### src/rtl/pmbus_arbiter.sv
// ---------------------------------------------------------------------------
// pmbus_arbiter
//
// Shares one PMBus read/write engine between three requesters. Requests are
// granted round-robin. The winner's command, write data and direction are
// latched and presented to the engine until it returns a completion pulse.
// A mandatory idle gap follows every transaction.
//
// Optional feature (compile-time macro):
//   ARB_TIMEOUT_EN  - adds a transaction watchdog. A transaction still
//                     outstanding after P_TIMEOUT cycles is aborted with
//                     O_done + O_err. Without it O_err is tied low.
//
// Parameters:
//   P_DEV_ADDR  PMBus target address driven on O_dev_addr
//   P_TIMEOUT   watchdog limit in clock cycles (must be >= 1)
//   P_GAP       idle cycles between transactions (must be >= 1)
//
// Ports:
//   I_CLK_4M      in   1   clock, rising edge
//   I_rst         in   1   synchronous active-high reset
//   I_req         in   3   per-requester request level
//   I_req_rd      in   3   per-requester direction, 1 = read
//   I_req_cmd     in  24   per-requester command, requester i on [8i+7:8i]
//   I_req_data    in  48   per-requester write data, requester i on [16i+15:16i]
//   O_gnt         out  3   one-hot grant, held for the whole transaction
//   O_done        out  3   one-cycle completion pulse to the granted requester
//   O_err         out  1   one-cycle pulse with O_done on watchdog abort
//   O_rdata       out 16   last successfully read data
//   O_recv_en     out  1   read engine enable
//   O_send_en     out  1   write engine enable
//   O_dev_addr    out  7   target device address
//   O_cmd_addr    out  8   latched PMBus command
//   O_write_data  out 16   latched write data
//   O_BYTE        out  2   data byte count for the latched command
//   I_done_pulse  in   1   engine completion pulse
//   I_read_data   in  16   engine read result
// ---------------------------------------------------------------------------
module pmbus_arbiter #(
    parameter logic [6:0]  P_DEV_ADDR = 7'h24,
    parameter logic [19:0] P_TIMEOUT  = 20'd400_000,
    parameter logic [15:0] P_GAP      = 16'd400
) (
    input  logic        I_CLK_4M,
    input  logic        I_rst,
    input  logic [2:0]  I_req,
    input  logic [2:0]  I_req_rd,
    input  logic [23:0] I_req_cmd,
    input  logic [47:0] I_req_data,
    output logic [2:0]  O_gnt,
    output logic [2:0]  O_done,
    output logic        O_err,
    output logic [15:0] O_rdata,
    output logic        O_recv_en,
    output logic        O_send_en,
    output logic [6:0]  O_dev_addr,
    output logic [7:0]  O_cmd_addr,
    output logic [15:0] O_write_data,
    output logic [1:0]  O_BYTE,
    input  logic        I_done_pulse,
    input  logic [15:0] I_read_data
);

    typedef enum logic [1:0] {
        ST_IDLE,
        ST_WAIT,
        ST_GAP
    } state_t;

    if (P_GAP == 16'd0 || P_TIMEOUT == 20'd0) begin : g_param_check
        $error("pmbus_arbiter: P_GAP and P_TIMEOUT must be non-zero");
    end

    state_t      state, state_nxt;
    logic [1:0]  last_win, last_win_nxt;
    logic [15:0] gap_cnt, gap_cnt_nxt;

    logic [2:0]  gnt_nxt;
    logic [2:0]  done_nxt;
    logic [15:0] rdata_nxt;
    logic        recv_nxt;
    logic        send_nxt;
    logic [7:0]  cmd_nxt;
    logic [15:0] wdata_nxt;
    logic [1:0]  byte_nxt;

    logic [1:0]  win;
    logic        win_vld;

`ifdef ARB_TIMEOUT_EN
    logic [19:0] wd_cnt, wd_cnt_nxt;
    logic        err_nxt;
`endif

    function automatic logic [1:0] byte_count(input logic [7:0] cmd);
        case (cmd)
            8'h8B, 8'h21, 8'hAD: byte_count = 2'd2;
            8'hD3, 8'h98:        byte_count = 2'd1;
            default:             byte_count = 2'd2;
        endcase
    endfunction

    // Round-robin: search starts one past the previous winner.
    always_comb begin
        int unsigned idx;
        idx     = 0;
        win     = '0;
        win_vld = 1'b0;
        for (int unsigned i = 1; i <= 3; i++) begin
            idx = (32'(last_win) + i) % 32'd3;
            if (!win_vld && I_req[idx[1:0]]) begin
                win_vld = 1'b1;
                win     = idx[1:0];
            end
        end
    end

    always_comb begin
        state_nxt    = state;
        last_win_nxt = last_win;
        gap_cnt_nxt  = gap_cnt;
        gnt_nxt      = O_gnt;
        done_nxt     = '0;
        rdata_nxt    = O_rdata;
        recv_nxt     = O_recv_en;
        send_nxt     = O_send_en;
        cmd_nxt      = O_cmd_addr;
        wdata_nxt    = O_write_data;
        byte_nxt     = O_BYTE;
`ifdef ARB_TIMEOUT_EN
        wd_cnt_nxt   = wd_cnt;
        err_nxt      = 1'b0;
`endif

        case (state)
            ST_IDLE: begin
                if (win_vld) begin
                    gnt_nxt      = 3'b001 << win;
                    cmd_nxt      = I_req_cmd[{win, 3'b000} +: 8];
                    wdata_nxt    = I_req_data[{win, 4'b0000} +: 16];
                    byte_nxt     = byte_count(I_req_cmd[{win, 3'b000} +: 8]);
                    recv_nxt     = I_req_rd[win];
                    send_nxt     = ~I_req_rd[win];
                    last_win_nxt = win;
`ifdef ARB_TIMEOUT_EN
                    wd_cnt_nxt   = '0;
`endif
                    state_nxt    = ST_WAIT;
                end
            end

            ST_WAIT: begin
                // Completion wins over a watchdog expiry on the same edge.
                if (I_done_pulse) begin
                    done_nxt    = O_gnt;
                    gnt_nxt     = '0;
                    recv_nxt    = 1'b0;
                    send_nxt    = 1'b0;
                    if (O_recv_en) begin
                        rdata_nxt = I_read_data;
                    end
                    gap_cnt_nxt = '0;
                    state_nxt   = ST_GAP;
                end
`ifdef ARB_TIMEOUT_EN
                else if (wd_cnt == P_TIMEOUT - 20'd1) begin
                    done_nxt    = O_gnt;
                    err_nxt     = 1'b1;
                    gnt_nxt     = '0;
                    recv_nxt    = 1'b0;
                    send_nxt    = 1'b0;
                    gap_cnt_nxt = '0;
                    state_nxt   = ST_GAP;
                end else begin
                    wd_cnt_nxt  = wd_cnt + 20'd1;
                end
`endif
            end

            ST_GAP: begin
                if (gap_cnt == P_GAP - 16'd1) begin
                    gap_cnt_nxt = '0;
                    state_nxt   = ST_IDLE;
                end else begin
                    gap_cnt_nxt = gap_cnt + 16'd1;
                end
            end

            default: begin
                state_nxt = ST_IDLE;
            end
        endcase
    end

    always_ff @(posedge I_CLK_4M) begin
        if (I_rst) begin
            state        <= ST_IDLE;
            last_win     <= 2'd2;
            gap_cnt      <= '0;
            O_gnt        <= '0;
            O_done       <= '0;
            O_rdata      <= '0;
            O_recv_en    <= 1'b0;
            O_send_en    <= 1'b0;
            O_dev_addr   <= '0;
            O_cmd_addr   <= '0;
            O_write_data <= '0;
            O_BYTE       <= '0;
        end else begin
            state        <= state_nxt;
            last_win     <= last_win_nxt;
            gap_cnt      <= gap_cnt_nxt;
            O_gnt        <= gnt_nxt;
            O_done       <= done_nxt;
            O_rdata      <= rdata_nxt;
            O_recv_en    <= recv_nxt;
            O_send_en    <= send_nxt;
            O_dev_addr   <= P_DEV_ADDR;
            O_cmd_addr   <= cmd_nxt;
            O_write_data <= wdata_nxt;
            O_BYTE       <= byte_nxt;
        end
    end

`ifdef ARB_TIMEOUT_EN
    always_ff @(posedge I_CLK_4M) begin
        if (I_rst) begin
            wd_cnt <= '0;
            O_err  <= 1'b0;
        end else begin
            wd_cnt <= wd_cnt_nxt;
            O_err  <= err_nxt;
        end
    end
`else
    assign O_err = 1'b0;
`endif

endmodule
### config.mk
export PLATFORM = sky130hd
export DESIGN_NAME = pmbus_arbiter
export DESIGN_NICKNAME = d
export VERILOG_FILES = /design/src/rtl/pmbus_arbiter.sv
export SDC_FILE = /design/constraint.sdc
export NUM_CORES = 1
export LEC_CHECK = 0
export ABC_AREA = 1
export CAP_MARGIN = 20
export CORE_MARGIN = 3
export CORE_UTILIZATION = 43
export DETAILED_ROUTE_END_ITERATION = 7
export PLACE_DENSITY = 0.84
export SYNTH_ARGS = -nofsm -noshare
export SYNTH_HDL_FRONTEND = slang
export SYNTH_SLANG_ARGS = --single-unit
### constraint.sdc
create_clock -name I_CLK_4M -period 6.04 [get_ports I_CLK_4M]
set_clock_uncertainty 0.2 [all_clocks]
set_input_delay 1.812 -clock I_CLK_4M [delete_from_list [all_inputs] [get_ports I_CLK_4M]]
set_output_delay 1.812 -clock I_CLK_4M [all_outputs]
set_load 0.03 [all_outputs]
# Word level (Yosys, flattened, before mapping)
# Cells that the tools add are included.
[word_totals]
regBits = 77
in_bits = 97
word_cells = 82
[classes]
add_sub_neg = 4
n_div = 3
order_cmp = 4
eq_ne = 8
shifts = 3
muxes = 31
bitwise_logic = 3
n_reduce_logical = 14
[op_table]
columns = ["cell", "count"]
rows = [
  ["$mod A32 B2 Y32 const B", 3],
  ["$shiftx A48 B7 Y16", 1],
  ["$mux W16", 2],
  ["$pmux W16 S2", 1],
  ["$shiftx A24 B6 Y8", 1],
  ["$add A16 B1 Y16 const B", 1],
  ["$eq A16 B9 Y1 const B", 1],
  ["$eq A8 B8 Y1 const B", 2],
  ["$mux W2", 7],
  ["$lt A2 B3 Y1 const B", 4],
  ["$mux W1", 10],
  ["$reduce_and A3 Y1", 3],
  ["$bmux W1 S2", 4],
  ["$add A2 B2 Y3 const B", 2],
  ["$mux W3", 2],
  ["$mux W6", 1],
  ["$ne A2 B2 Y1 const B", 3],
  ["$pmux W2 S3", 1],
  ["$pmux W3 S2", 1],
  ["$pmux W1 S2", 2],
  ["$reduce_and A2 Y1", 2],
  ["$reduce_bool A2 Y1", 2],
  ["$add A2 B1 Y3 const B", 1],
  ["$not A1 Y1", 3],
  ["8 further kinds", 10],
]

# Longest topological paths before layout
[logic_depth]
depth_word = 16
depth_mapped = 20
mapped_depth_nobuf = 19

# Least setup slack after synthesis
# No wires, ideal clock.
[synth_timing]
path_kind = "input port to flip-flop"
from = "in I_req[2]"
to = "reg O_send_en"
arrival_time_ps = 3117
t_required_ps = 5711
path_slack_ps = 2594
stages = 12
path_buffers = 1
cell_sequence = "inv_1 > o21ai_0 > nand2_2 > nand3_1 > nand3_2 > nand2_4 > buf_2 > nand2_1 > a31oi_1 > nor2_1 > a21oi_1 > nor2_1"
[synth_between]
elab_chain_cells = 14
[synth_lines]
columns = ["item", "line", "source"]
rows = [
  ["start: declaration", "46", "input logic [2:0] I_req,"],
  ["$bmux W1 S2", "111", "if (!win_vld && I_req[idx[1:0]]) begin"],
  ["$mux W1 (implied by the code)", "111", ""],
  ["$mux W1", "111", ""],
  ["$logic_not A1 Y1", "111", ""],
  ["$logic_and A1 B1 Y1", "111", ""],
  ["$mux W1", "111", ""],
  ["$logic_not A1 Y1", "111", ""],
  ["$logic_and A1 B1 Y1", "111", ""],
  ["$mux W2", "111", ""],
  ["$bmux W1 S2", "143", "send_nxt = ~I_req_rd[win];"],
  ["$mux W1 (implied by the code)", "143", ""],
  ["$not A1 Y1", "143", ""],
  ["$mux W1", "137", "if (win_vld) begin"],
  ["$pmux W1 S2", "135", "case (state)"],
  ["end signal: assignment", "217", "O_send_en <= send_nxt;"],
  ["end: declaration", "55", "output logic O_send_en,"],
]
# Several ways; a longest one is shown, not always the timed one. The select of a mux whose other input is x is not followed.
# A chain may end at the register's enable or synchronous reset.

# Final worst setup path
[layout_timing]
from = "in I_req[2]"
to = "reg O_BYTE[1]"
[layout_between]
elab_chain_cells = 13
[layout_lines]
columns = ["item", "line", "source"]
rows = [
  ["$bmux W1 S2", "111", ""],
  ["$mux W1 (implied by the code)", "111", ""],
  ["$mux W1", "111", ""],
  ["$logic_not A1 Y1", "111", ""],
  ["$logic_and A1 B1 Y1", "111", ""],
  ["$mux W1", "111", ""],
  ["$logic_not A1 Y1", "111", ""],
  ["$logic_and A1 B1 Y1", "111", ""],
  ["$mux W2", "111", ""],
  ["$shiftx A24 B6 Y8", "141", "byte_nxt = byte_count(I_req_cmd[{win, 3'b000} +: 8]);"],
  ["$eq A8 B8 Y1", "96", "case (cmd)"],
  ["$reduce_or A2 Y1", "96", ""],
  ["$mux W2", "96", ""],
  ["end signal: assignment", "221", "O_BYTE <= byte_nxt;"],
  ["end: declaration", "59", "output logic [1:0] O_BYTE,"],
]
# Several ways; a longest one is shown, not always the timed one. The select of a mux whose other input is x is not followed.

==> out/metrics.csv <==
stage,metric,value,unit
sta,Hold Fails Final Rpt,0,
cts,cts repair resizes,0,
critical_path,CP arrival,4.27,ns
final_layout,Reg area,0.001421,mm²
pwr,total leakage power,0.002161,µW
routing,drt first pass iters,5,
critical_path,Worst path max stage delay,0.50,ns
cts,Worst-path clk slew,0.07,ns
placement,detailed placement HPWL,8.459,mm
critical_path,"Slowest-stage cell, CP",clkdlybuf4s50_1,
cts,"Clk Latency, worst-skew pair",0.35,ns
cts,CTS tree,yes,
job,max cap viols,0,
floorplan,Rows,33,
synthesis,Syn Inst Count,538,
synthesis,commonest cells in the synthesized netlist,"nand2_1 (92), nor2_1 (88), dfxtp_1 (71)",
final_layout,fillers,695,
cts,CTS HTree Levels,3,
pwr,Cell Pwr Density,505.1,mW/mm²
cts,clock sinks,71,
synthesis,Synth Flop Type,dfxtp_1,
final_layout,area delta synth->final,47.06,%
synthesis,top cell type's share of synthesized area,38.80,%
synthesis,Seq cells post-synth,71,
critical_path,CP Data Required Time,6.08,ns
routing,Residual DRC,0,
critical_path,worst flop-to-flop path startpoint,last_win[0]$_SDFFE_PP0P_,
critical_path,crit path from,I_req[2],
synthesis,cell accounting for the most synthesized area,dfxtp_1,
sta,worst slew pin tran,0.8470,ns
routing,final wirelength,11.12,mm
outcome,status,completed,
critical_path,critical path depth in cells,16,
sta,hold_ws,0.2836,ns
critical_path,worst reg2reg path depth,16,
routing,Final ANT Viol Nets,0,
placement,Port Buf Inserts,148,
global_routing,GR Util All Layers,22.90,%
floorplan,Core Box Area,0.008258,mm²
critical_path,worst-path maximum fanout,27,
critical_path,Worst Path Buf+Inv,5,
pwr,VDD IR max,315.3,µV
sta,RSZ-0062 raised after global routing,false,
sta,part of the cycle the worst path needs,69.92,%
critical_path,Top delay family on crit path,simple AND/OR/NAND/NOR gates,
routing,drt initial violations,186,
cts,Post CTS Setup Buffer Count,0,
floorplan,Die W,98.30,µm
floorplan,Die Height,98.30,µm
sta,fin. max-slew vios,0,
critical_path,crit start category,primary input,
cts,CTS root buf,clkbuf_8,
synthesis,register area share after synthesis,38.80,%
cts,Num CTS Buffers,9,
critical_path,crit path capture,O_BYTE[1]$_SDFFE_PP0P_,
critical_path,worst-path cell chain,clkdlybuf4s50_1 > inv_1 > o21ai_0 > nand2_2 > nand3_1 > nand3_2 > nand2_4 > inv_2 > nand3_1 > nand2_1 > inv_1 > nand3_1 > nand2_1 > nand3_2 > nand2_1 > inv_1,
routing,Avg WL per Cell,14.14,µm
synthesis,largest cells by area after synthesis,"dfxtp_1 (39%), nand2_1 (9.4%), nor2_1 (9.0%)",
final_layout,layout cell share with drive strength beyond 1,7.048,%
critical_path,Crit Path Category,primary input to register,
sta,Final min period,4.223,ns
placement,routability cong.,0.9737,
global_routing,total grt overflow,0,
global_routing,first-pass GRT wire length,18.24,mm
final_layout,fin util,65.24,%
synthesis,"Avg Cell Area, Syn",6.810,µm²
floorplan,Initial Utilization,44.36,%
sta,total negative setup slack,0,ns
synthesis,Async SR Flop Fraction,0,%
synthesis,post-synthesis cell area,0.003664,mm²
sta,maximum clock rate,0.2368,GHz
synthesis,most frequent cell after synthesis,nand2_1,
cts,CTS Hold Bufs,0,
synthesis,Synth cell types,39,
hold_path,hold crit path type,register to register,
cts,Bufs on Longest Clock Path,2,
critical_path,R2R setup slack,2.93,ns
synthesis,Post-synth EDFFs,0,
global_routing,largest net degree at the start of global routing,31,
pwr,total power,2721,µW
critical_path,R2R Path End,O_BYTE[1]$_SDFFE_PP0P_,
routing,routed via count,4006,
synthesis,Ys Warns,0,
final_layout,total area of multi-input combinational cells,0.001867,mm²
critical_path,critical path capture point type,register,
global_routing,vias in the first global route,3935,
floorplan,die area,0.009663,mm²
sta,Setup-failing EPs final,0,
sta,Slew headroom,43.32,%
floorplan,io pins,155,
hold_path,Hold Startpoint,O_BYTE[0]$_SDFFE_PP0P_,
final_layout,diode count,0,
routing,Vias per Instance,5.097,
global_routing,initial antenna violation count,0,
final_layout,nets,778,
[worst min path at each step]
stage / end / slack [ns] / cells past startpoint
after CTS: O_BYTE[0]$_SDFFE_PP0P_ / 0.28 / 2
after global placement: O_done[0]$_SDFF_PP0_ / 0.26 / 2
after floorplan: gap_cnt[0]$_SDFFE_PP0P_ / 0.26 / 1
after detailed placement: O_rdata[9]$_SDFFE_PP0P_ / 0.27 / 2
after global routing: O_done[0]$_SDFF_PP0_ / 0.30 / 2
final: O_BYTE[0]$_SDFFE_PP0P_ / 0.28 / 2
[logic make-up after synthesis]
group	count (synthesis)	share of synthesized area [%]
AOI/OAI and AO/OA	121	18.58
xor gates and xnor gates	2	0.4782
adders and majority gates	5	1.708
buffers and inverters	93	10.76
DFF	71	38.80
other	1	0.1024
and+or+nand+nor	245	29.58
[registers in the layout (all words and copies together), names as in the netlist, 2 cells and up]
name and count:
gap_cnt 16, O_done 3, O_rdata 16, O_cmd_addr 8, O_gnt 3, O_write_data 16
last_win 2, O_BYTE 2, state 2
[where the power goes]
group / switching, µW / internal (µW)
registers: 64.5 / 576
logic: 1080 / 577
clock network: 187 / 233
[placed cells by master (no fill, tap or decap), types with 3 or more instances in the layout]
cell and count:
buf_4 4, a211oi_1 3, a21oi_1 42, nand3_2 4, or2_2 5, a221oi_1 4, nor3_1 3, nand3b_1 4
nand2_2 6, ha_1 5, clkdlybuf4s50_1 148, nand3_1 28, nor2_1 88, nor2_2 5, o211ai_1 12, clkinvlp_4 3
nand4_1 3, conb_1 6, nand2_1 92, a31oi_1 6, clkbuf_8 9, dfxtp_1 71, inv_2 3, inv_1 60
o21ai_0 48
[area by class of cell]
type	count	area share, %
Multi-Input combinational cell	379	34.65
Clock buffer	9	2.299
Sequential cell	71	26.38
Clock inverter	7	1.788
Timing Repair Buffer	152	28.05
Tap cell	105	2.438
Inverter	63	4.389
[worst register-to-register path: cells and delay by family, from the launching register on]
family | cells | cell delay, ns
DFF | 1 | 0.41
and+or+nand+nor | 10 | 1.32
AOI/OAI and AO/OA | 1 | 0.27
adders and majority gates | 1 | 0.39
buffers and inverters | 4 | 0.43
[per-layer routing]
layer	part of all wire [%]	track usage, %	vias to the layer above	routed length [µm]
li1	-	-	2009	-
met1	41	28.10	1816	4563
met2	50	38.90	162	5516
met3	7.7	6.286	19	851
met4	1.7	7.353	0	186
met5	0	0	-	0
[stage by stage]
stage	setup WS, ns	instance area [µm²]	instances
after floorplan	2.594	3682	543
after global placement	1.698	5167	770
after global routing	1.589	5388	786
after CTS	1.897	5388	786
after detailed placement	1.530	5167	770
final	1.817	5388	786
(Power assumes the default switching activity.)
